File: config.mk
export PLATFORM = sky130hd
export DESIGN_NAME = control_unit
export DESIGN_NICKNAME = d
export VERILOG_FILES = /design/src/rtl/control_unit_pkg.sv /design/src/rtl/control_decode.sv /design/src/rtl/control_unit.sv
export SDC_FILE = /design/constraint.sdc
export NUM_CORES = 1
export LEC_CHECK = 0
export CORE_UTILIZATION = 34
export DETAILED_ROUTE_END_ITERATION = 8
export PLACE_DENSITY = 0.86
export SLEW_MARGIN = 40
export SYNTH_ARGS = -nofsm -noshare
export SYNTH_HDL_FRONTEND = slang
export SYNTH_SLANG_ARGS = --single-unit
File: constraint.sdc
create_clock -name clk -period 4.9 [get_ports clk]
set_input_delay 0.735 -clock clk [delete_from_list [all_inputs] [get_ports clk]]
set_output_delay 0.735 -clock clk [all_outputs]
set_load 0.03 [all_outputs]
File: src/rtl/control_unit_pkg.sv
// Shared definitions for the accumulator-machine control unit: FSM states,
// opcodes, bus-source encodings and ALU operation codes.
package control_unit_pkg;

   typedef enum logic [2:0] {
      S_IDLE,
      S_F1,
      S_F2,
      S_DEC,
      S_E1,
      S_E2,
      S_HALT
   } state_t;

   localparam logic [7:0] OP_NOP  = 8'h00;
   localparam logic [7:0] OP_LDAR = 8'h01;
   localparam logic [7:0] OP_LDAC = 8'h02;
   localparam logic [7:0] OP_STAC = 8'h03;
   localparam logic [7:0] OP_MVR  = 8'h04;
   localparam logic [7:0] OP_ADD  = 8'h05;
   localparam logic [7:0] OP_JUMP = 8'h06;
   localparam logic [7:0] OP_JMPZ = 8'h07;
   localparam logic [7:0] OP_END  = 8'hFF;

   // Register one-hots; also the bit order of the load enables.
   localparam logic [5:0] REG_NONE = 6'b000000;
   localparam logic [5:0] REG_R    = 6'b000001;
   localparam logic [5:0] REG_AR   = 6'b000010;
   localparam logic [5:0] REG_DR   = 6'b000100;
   localparam logic [5:0] REG_AC   = 6'b001000;
   localparam logic [5:0] REG_PC   = 6'b010000;
   localparam logic [5:0] REG_IR   = 6'b100000;

   localparam logic [1:0] MEM_NONE = 2'b00;
   localparam logic [1:0] MEM_DRAM = 2'b01;
   localparam logic [1:0] MEM_IRAM = 2'b10;

   localparam logic [2:0] ALU_PASS = 3'b000;
   localparam logic [2:0] ALU_ADD  = 3'b001;

   function automatic logic is_exec(input logic [7:0] op);
      return (op >= OP_LDAR) && (op <= OP_JMPZ);
   endfunction

   // Instructions that need a second execute cycle; JMPZ only when taken.
   function automatic logic has_e2(input logic [7:0] op, input logic z);
      return (op == OP_LDAR) || (op == OP_STAC) || (op == OP_JUMP) ||
             ((op == OP_JMPZ) && z);
   endfunction

endpackage

File: src/rtl/control_decode.sv
// Moore output decode: control signals as a pure function of the FSM state,
// the current opcode and the ALU zero flag.
module control_decode
   import control_unit_pkg::*;
(
   input  state_t     state,
   input  logic [7:0] opcode,
   input  logic       z,
   output logic [5:0] control_register,
   output logic [1:0] control_memory,
   output logic [5:0] load,
   output logic       pc_inc,
   output logic [2:0] alu_op,
   output logic       dram_write,
   output logic       done
);

   always_comb begin
      control_register = REG_NONE;
      control_memory   = MEM_NONE;
      load             = REG_NONE;
      pc_inc           = 1'b0;
      alu_op           = ALU_PASS;
      dram_write       = 1'b0;
      done             = 1'b0;
      case (state)
         S_F1: begin
            control_register = REG_PC;
            load             = REG_AR;
         end
         S_F2: begin
            control_memory = MEM_IRAM;
            load           = REG_IR;
            pc_inc         = 1'b1;
         end
         S_E1: begin
            case (opcode)
               OP_LDAR, OP_JUMP: begin
                  control_register = REG_PC;
                  load             = REG_AR;
               end
               OP_LDAC: begin
                  control_memory = MEM_DRAM;
                  load           = REG_AC;
               end
               OP_STAC: begin
                  control_register = REG_AC;
                  load             = REG_DR;
               end
               OP_MVR: begin
                  control_register = REG_AC;
                  load             = REG_R;
               end
               OP_ADD: begin
                  control_register = REG_R;
                  alu_op           = ALU_ADD;
                  load             = REG_AC;
               end
               OP_JMPZ: begin
                  // Taken: fetch the target address like JUMP; else skip the operand byte.
                  if (z) begin
                     control_register = REG_PC;
                     load             = REG_AR;
                  end else begin
                     pc_inc = 1'b1;
                  end
               end
               default: ;
            endcase
         end
         S_E2: begin
            case (opcode)
               OP_LDAR: begin
                  control_memory = MEM_IRAM;
                  load           = REG_AR;
                  pc_inc         = 1'b1;
               end
               OP_STAC: dram_write = 1'b1;
               OP_JUMP, OP_JMPZ: begin
                  control_memory = MEM_IRAM;
                  load           = REG_PC;
               end
               default: ;
            endcase
         end
         S_HALT: done = 1'b1;
         default: ;
      endcase
   end

endmodule

File: src/rtl/control_unit.sv
// Control unit FSM: fetch/decode/execute sequencing for the accumulator
// machine. Outputs come from control_decode, driven by the state register.
module control_unit
   import control_unit_pkg::*;
(
   input  logic        clk,
   input  logic        rst,
   input  logic        start,
   input  logic [15:0] ir,
   input  logic        z,
   output logic [5:0]  control_register,
   output logic [1:0]  control_memory,
   output logic [5:0]  load,
   output logic        pc_inc,
   output logic [2:0]  alu_op,
   output logic        dram_write,
   output logic        done
);

   state_t     state;
   logic [7:0] opcode;
   logic       unused_operand;

   assign opcode         = ir[15:8];
   assign unused_operand = ^ir[7:0];

   always_ff @(posedge clk) begin
      if (rst) begin
         state <= S_IDLE;
      end else begin
         case (state)
            S_IDLE:  if (start) state <= S_F1;
            S_F1:    state <= S_F2;
            S_F2:    state <= S_DEC;
            S_DEC: begin
               if (opcode == OP_END)     state <= S_HALT;
               else if (is_exec(opcode)) state <= S_E1;
               else                      state <= S_F1;
            end
            S_E1:    state <= has_e2(opcode, z) ? S_E2 : S_F1;
            S_E2:    state <= S_F1;
            S_HALT:  if (start) state <= S_F1;
            default: state <= S_IDLE;
         endcase
      end
   end

   control_decode u_decode (
      .state            (state),
      .opcode           (opcode),
      .z                (z),
      .control_register (control_register),
      .control_memory   (control_memory),
      .load             (load),
      .pc_inc           (pc_inc),
      .alu_op           (alu_op),
      .dram_write       (dram_write),
      .done             (done)
   );

endmodule
==> results of run 1 <==
## worst reg2reg max path: stages, from the launching register on
cell and delay, ps:
dfxtp_1 380, nand2b_1 230, or3_1 470, o21bai_1 220
a21oi_1 120
## how the worst max path moves through the flow
stage                    to  slack [ps]  cells past startpoint
floorplan           load[0]        1620                      5
global placement    load[1]        1060                      7
detailed placement  load[1]        1010                      7
CTS                 load[1]        1000                      7
global route        load[1]         850                      7
finish              load[1]        1000                      7
## per-stage QoR
stage | instance area (um2) | util (%)
2_1_floorplan | 511.7 | -
3_3_place_gp | 706.9 | 53.00
3_5_place_dp | 706.9 | 53.00
4_1_cts | 733.2 | 54.97
5_1_grt | 733.2 | 54.97
6_report | 733.2 | 54.97
## per-layer routing
| layer | routed length [um] | share of wire, % | GRT usage (%) | vias up |
|---|---|---|---|---|
| li1 | - | - | - | 301 |
| met1 | 583 | 46 | 21.31 | 260 |
| met2 | 602 | 48 | 31.85 | 24 |
| met3 | 79 | 6.3 | 3.889 | 0 |
| met4 | 0 | 0 | 6.667 | 0 |
| met5 | 0 | 0 | 0 | - |
## final cells by class
| cell class | count | share of cell area (%) |
|---|---|---|
| tap | 15 | 2.560 |
| timing repair buffer | 26 | 35.49 |
| multi-input combinational | 62 | 48.12 |
| clock buffer | 4 | 3.584 |
| sequential | 3 | 8.191 |
| inverter | 4 | 2.048 |
## synth_stat cells (2+ instances only)
cell type,number
nand2_1,7
buf_4,9
nor2_1,9
inv_1,4
nand2b_1,4
nand3_1,2
or3_1,2
nand3b_1,2
nor4b_1,2
nor2b_1,2
or3b_2,3
dfxtp_1,3
o21ai_0,3
a21oi_1,9
## power breakdown
| group | internal [mW] | leakage [nW] | switching (mW) | total, mW |
|---|---|---|---|---|
| clock network | 0.0306 | 0.0150 | 0.0133 | 0.0438 |
| logic | 0.0213 | 0.225 | 0.0276 | 0.0490 |
| registers | 0.0262 | 0.0247 | 0.00350 | 0.0297 |
## cells by family after synthesis
group | share of synthesized area (%)
AO/OA/AOI/OAI | 23.68
AND/OR/NAND/NOR | 43.58
buffers and inverters | 19.90
flip-flops | 12.09
other | 0.7549
==> run metrics, run 1 <==
run status finished clean; Reg with most FFs state; biggest regs state x3; Sequential Area 60.06 um2; share of the synthesized area in the top cell type between 10 and 15%; 1st-pass router iterations 4; WP buf/inv 2; sink of the worst hold path state[1]; Top FF cell, synth dfxtp_1; CP max stage delay 680 ps; async set-or-reset flop fraction in the synthesized netlist 0%; Via density 5.132; Clock Sinks 3; Post-synth EDFFs 0; I/O pin count 40; die width around 40 um; maximum vdd ir drop ~74 uV; R2R depth 4; pin count of the biggest net entering global routing 12; ratio of cells with drive above 1 in the final layout under 10%; DRT Wirelength 1264 um; reg-to-reg endpoint state[2]; Clock transition at path regs around 40 ps; CORE AREA 1334 um2; DR DRC count 0; Seq/Total Area, Yosys 12.09%; via count between 500 and 600; Post-Syn Area 496.7 um2; Wirelength per Cell 11.09 um; initial antenna violation count 0; Worst Skew 0.8911 ps; hold slack about 580 ps; H-Tree Depth 1; CP Launch Point ir[10]; Fin. Hold Viols 0; Max-cap violations 0; Max Freq 256.4 MHz; setup bufs post-CTS 0; row cnt 13; root buffer cell clkbuf_4; Area growth syn-to-layout 47.61%; Slew Limit Fails 0; Worst Setup End Kind output port; Netlist cell types 29; DR iter-0 viols 12; period utilization 79.60%; area leader, netlist buf_4; initial core utilization 37.24%; GRT overflow 0; DIE AREA 1618 um2; CTS tree built; GP Congestion 0.7832; nets 120; Leakage 0.2644 nW; Ys Warns 0; mean post-synth cell area approximately 6.5 um2; IO Port Bufs 26; Final WS setup 999.7 ps; final std cells w/o fill 114; Design Power 122.4 uW; footprint of the multi-input gates 352.8 um2; max FFs per register 3; worst slack, placed 1009 ps; setup TNS 0 ps; post-cts sizing count 0; dpl cells 110; CP top delay family buffers and inverters; Die Ht a little over 40 um; unrepaired setup endpoints after global routing no; GRT Total Usage roughly 18%; min Tclk post-route 3900 ps; Synth area leaders buf_4 (14%), dfxtp_1 (12%), a21oi_1 (9.1%); CP Class input port to output port; Worst EP arrival around 3200 ps; Clock Path Buffers 2; final number of setup-violating endpoints 0; post-DP HPWL 944 um; #FFs+latches synth 3; critical path's slowest cell clkdlybuf4s50_1; commonest non-fill, non-tap cells in the layout clkdlybuf4s50_1 (26), nor2_1 (9), a21oi_1 (9); crit start category input port; hold crit path type register to register; Skew-Pair Late Insertion Delay roughly 230 ps; required time of the critical path between 4000 and 5000 ps; hold depth 1; number of global-route vias before repair 508; crit path cell chain clkdlybuf4s50_1 > nand2_1 > a21oi_1 > a21oi_1 > or3b_2 > a21oi_1 > clkdlybuf4s50_1; Num CTS Buffers 3; post-synthesis cell count 76; number of diodes 0; min-delay src state[1]; Post-CTS Hold Fix Bufs 0; first-pass GRT wire length 2007 um; PwrDens between 150 and 200 nW/um2; Max FO, Critical Path 11; Final ANT Viol Nets 0; r2r setup slk 3410 ps; Top cell by count, worst path a21oi_1; fillers 127; commonest non-fill, non-tap cell in the layout clkdlybuf4s50_1; reg-to-reg startpoint state[1]
(Power assumes the default switching activity.)
==> run 2: changes to the inputs <==
--- a/config.mk
+++ b/config.mk
@@ -5,9 +5,9 @@
 export SDC_FILE = /design/constraint.sdc
 export NUM_CORES = 1
 export LEC_CHECK = 0
-export CORE_UTILIZATION = 34
+export CORE_UTILIZATION = 29
 export DETAILED_ROUTE_END_ITERATION = 8
-export PLACE_DENSITY = 0.86
+export PLACE_DENSITY = 0.78
 export SLEW_MARGIN = 40
 export SYNTH_ARGS = -nofsm -noshare
 export SYNTH_HDL_FRONTEND = slang
==> constraint.sdc (replaced) <==
create_clock -name clk -period 3.37 [get_ports clk]
set_input_delay 0.5055 -clock clk [delete_from_list [all_inputs] [get_ports clk]]
set_output_delay 0.5055 -clock clk [all_outputs]
set_load 0.03 [all_outputs]
==> run 2 against run 1 <==
Highest routed layer is now met4; largest power group unchanged; critical endpoint is now pc_inc; cell count up 1.8%; non-clock buffer count up 1; flip-flop and latch count unchanged; cell area up 0.85%; largest cell class unchanged; sequential power up 45%; worst setup slack worse by 890 ps; hold slack worse by 17 ps; the flow now finishes with violations (design-rule violations); global-route usage down 3.8 points; combinational power up 45%.
==> run metrics, run 2 (synthesis gave the netlist of run 1 again) <==
required time of the critical path 2860 ps; number of global-route vias before repair between 500 and 600; CORE AREA 1559 um2; hold crit path type register to register; Clock transition at path regs 40 ps; CP max stage delay approximately 660 ps; Fin. Hold Viols 0; run status finished with violations; CP Class input port to output port; biggest regs state x3; r2r setup slk between 1500 and 2000 ps; GRT Total Usage 14.34%; ratio of cells with drive above 1 in the final layout 10.00%; Clock Sinks 3; DIE AREA 1882 um2; GP Congestion approximately 0.8; initial antenna violation count 0; reg-to-reg startpoint state[1]; max FFs per register 3; Sequential Area 60.06 um2; Slew Limit Fails 0; min-delay src state[1]; commonest non-fill, non-tap cell in the layout clkdlybuf4s50_1; footprint of the multi-input gates 352.8 um2; setup TNS 0 ps; DRT Wirelength 1287 um; Post-CTS Hold Fix Bufs 0; Clock Path Buffers 2; final number of setup-violating endpoints 0; Final WS setup 112.8 ps; Worst Setup End Kind output port; Max-cap violations 0; IO Port Bufs 26; number of diodes 0; maximum vdd ir drop slightly below 100 uV; DR iter-0 viols 16; Final ANT Viol Nets 0; commonest non-fill, non-tap cells in the layout clkdlybuf4s50_1 (25), nor2_1 (9), a21oi_1 (9); initial core utilization a little under a third; CP top delay family buffers and inverters; Die Ht 43.39 um; Worst EP arrival about 2800 ps; PwrDens 239.1 nW/um2; critical path's slowest cell clkdlybuf4s50_1; worst slack, placed about 110 ps; Max FO, Critical Path 5; die width 43.39 um; 1st-pass router iterations 6; post-cts sizing count 0; Core Util, Final 47.43%; Design Power 176.8 uW; Num CTS Buffers 3; Wirelength per Cell 11.09 um; setup bufs post-CTS 0; sink of the worst hold path state[1]; crit start category input port; nets about 120; dpl cells 112; DR DRC count 2; Worst Skew 3.632 ps; GRT overflow 0; Reg with most FFs state; post-DP HPWL 1002 um; H-Tree Depth 1; Area growth syn-to-layout 48.87%; I/O pin count 40; Via density around 5.1; root buffer cell clkbuf_4; first-pass GRT wire length 2104 um; row cnt 14; reg-to-reg endpoint state[2]; hold depth 1; fillers about 170; min Tclk post-route 3257 ps; WP buf/inv 2; failing checks design-rule violations; final std cells w/o fill 116; crit path cell chain clkdlybuf4s50_1 > nor3_2 > nand2_1 > or3_1 > o32a_1 > nand2_1 > clkdlybuf4s50_1; Max Freq 307.0 MHz; via count 588; Leakage 0.2702 nW; Skew-Pair Late Insertion Delay 230 ps; pin count of the biggest net entering global routing 12; CTS tree built; period utilization 96.65%; unrepaired setup endpoints after global routing no; R2R depth 5
==> run 2: worst max-delay path by stage <==
stage                       from      end  slack (ps)  depth (start not counted)
after global placement    ir[11]   pc_inc         100                          7
after floorplan           ir[11]  load[0]         550                          5
after CTS                 ir[11]   pc_inc         110                          7
after global routing      ir[11]   pc_inc          10                          7
final                     ir[11]   pc_inc         110                          7
after detailed placement  ir[11]   pc_inc         110                          7
==> run 2: worst register-to-register path, delay by kind of cell, from the launching register on <==
family,cells,cell delay [ps]
simple gates,2,640
flops,1,380
compound gates,2,280
buf+inv,1,190
==> run 2: cell type report <==
| type | count | area share (%) |
|---|---|---|
| Multi-Input combinational cell | 62 | 47.72 |
| Timing Repair Buffer | 27 | 35.87 |
| Sequential cell | 3 | 8.122 |
| Clock buffer | 4 | 3.553 |
| Tap cell | 16 | 2.707 |
| Inverter | 4 | 2.030 |
==> run 2: through the flow <==
stage / hold WS [ps] / area [um2]
finish: 563.7 / 739.5
global route: 608.2 / 739.5
CTS: 566.7 / 739.5
detailed placement: 557.0 / 713.2
global placement: 553.7 / 713.2
floorplan: 530.9 / 511.7
==> run 2: metal layers <==
metal	wire length (um)	vias up	GRT usage [%]
li1	-	304	-
met1	575	256	18.58
met2	621	26	23.03
met3	73	2	3.333
met4	16	0	5.625
met5	0	-	0
==> run 2: report_power, final <==
group | switching [mW] | total (mW) | internal, mW
registers | 0.00491 | 0.0430 | 0.0381
logic | 0.0403 | 0.0709 | 0.0306
clock network | 0.0186 | 0.0629 | 0.0444
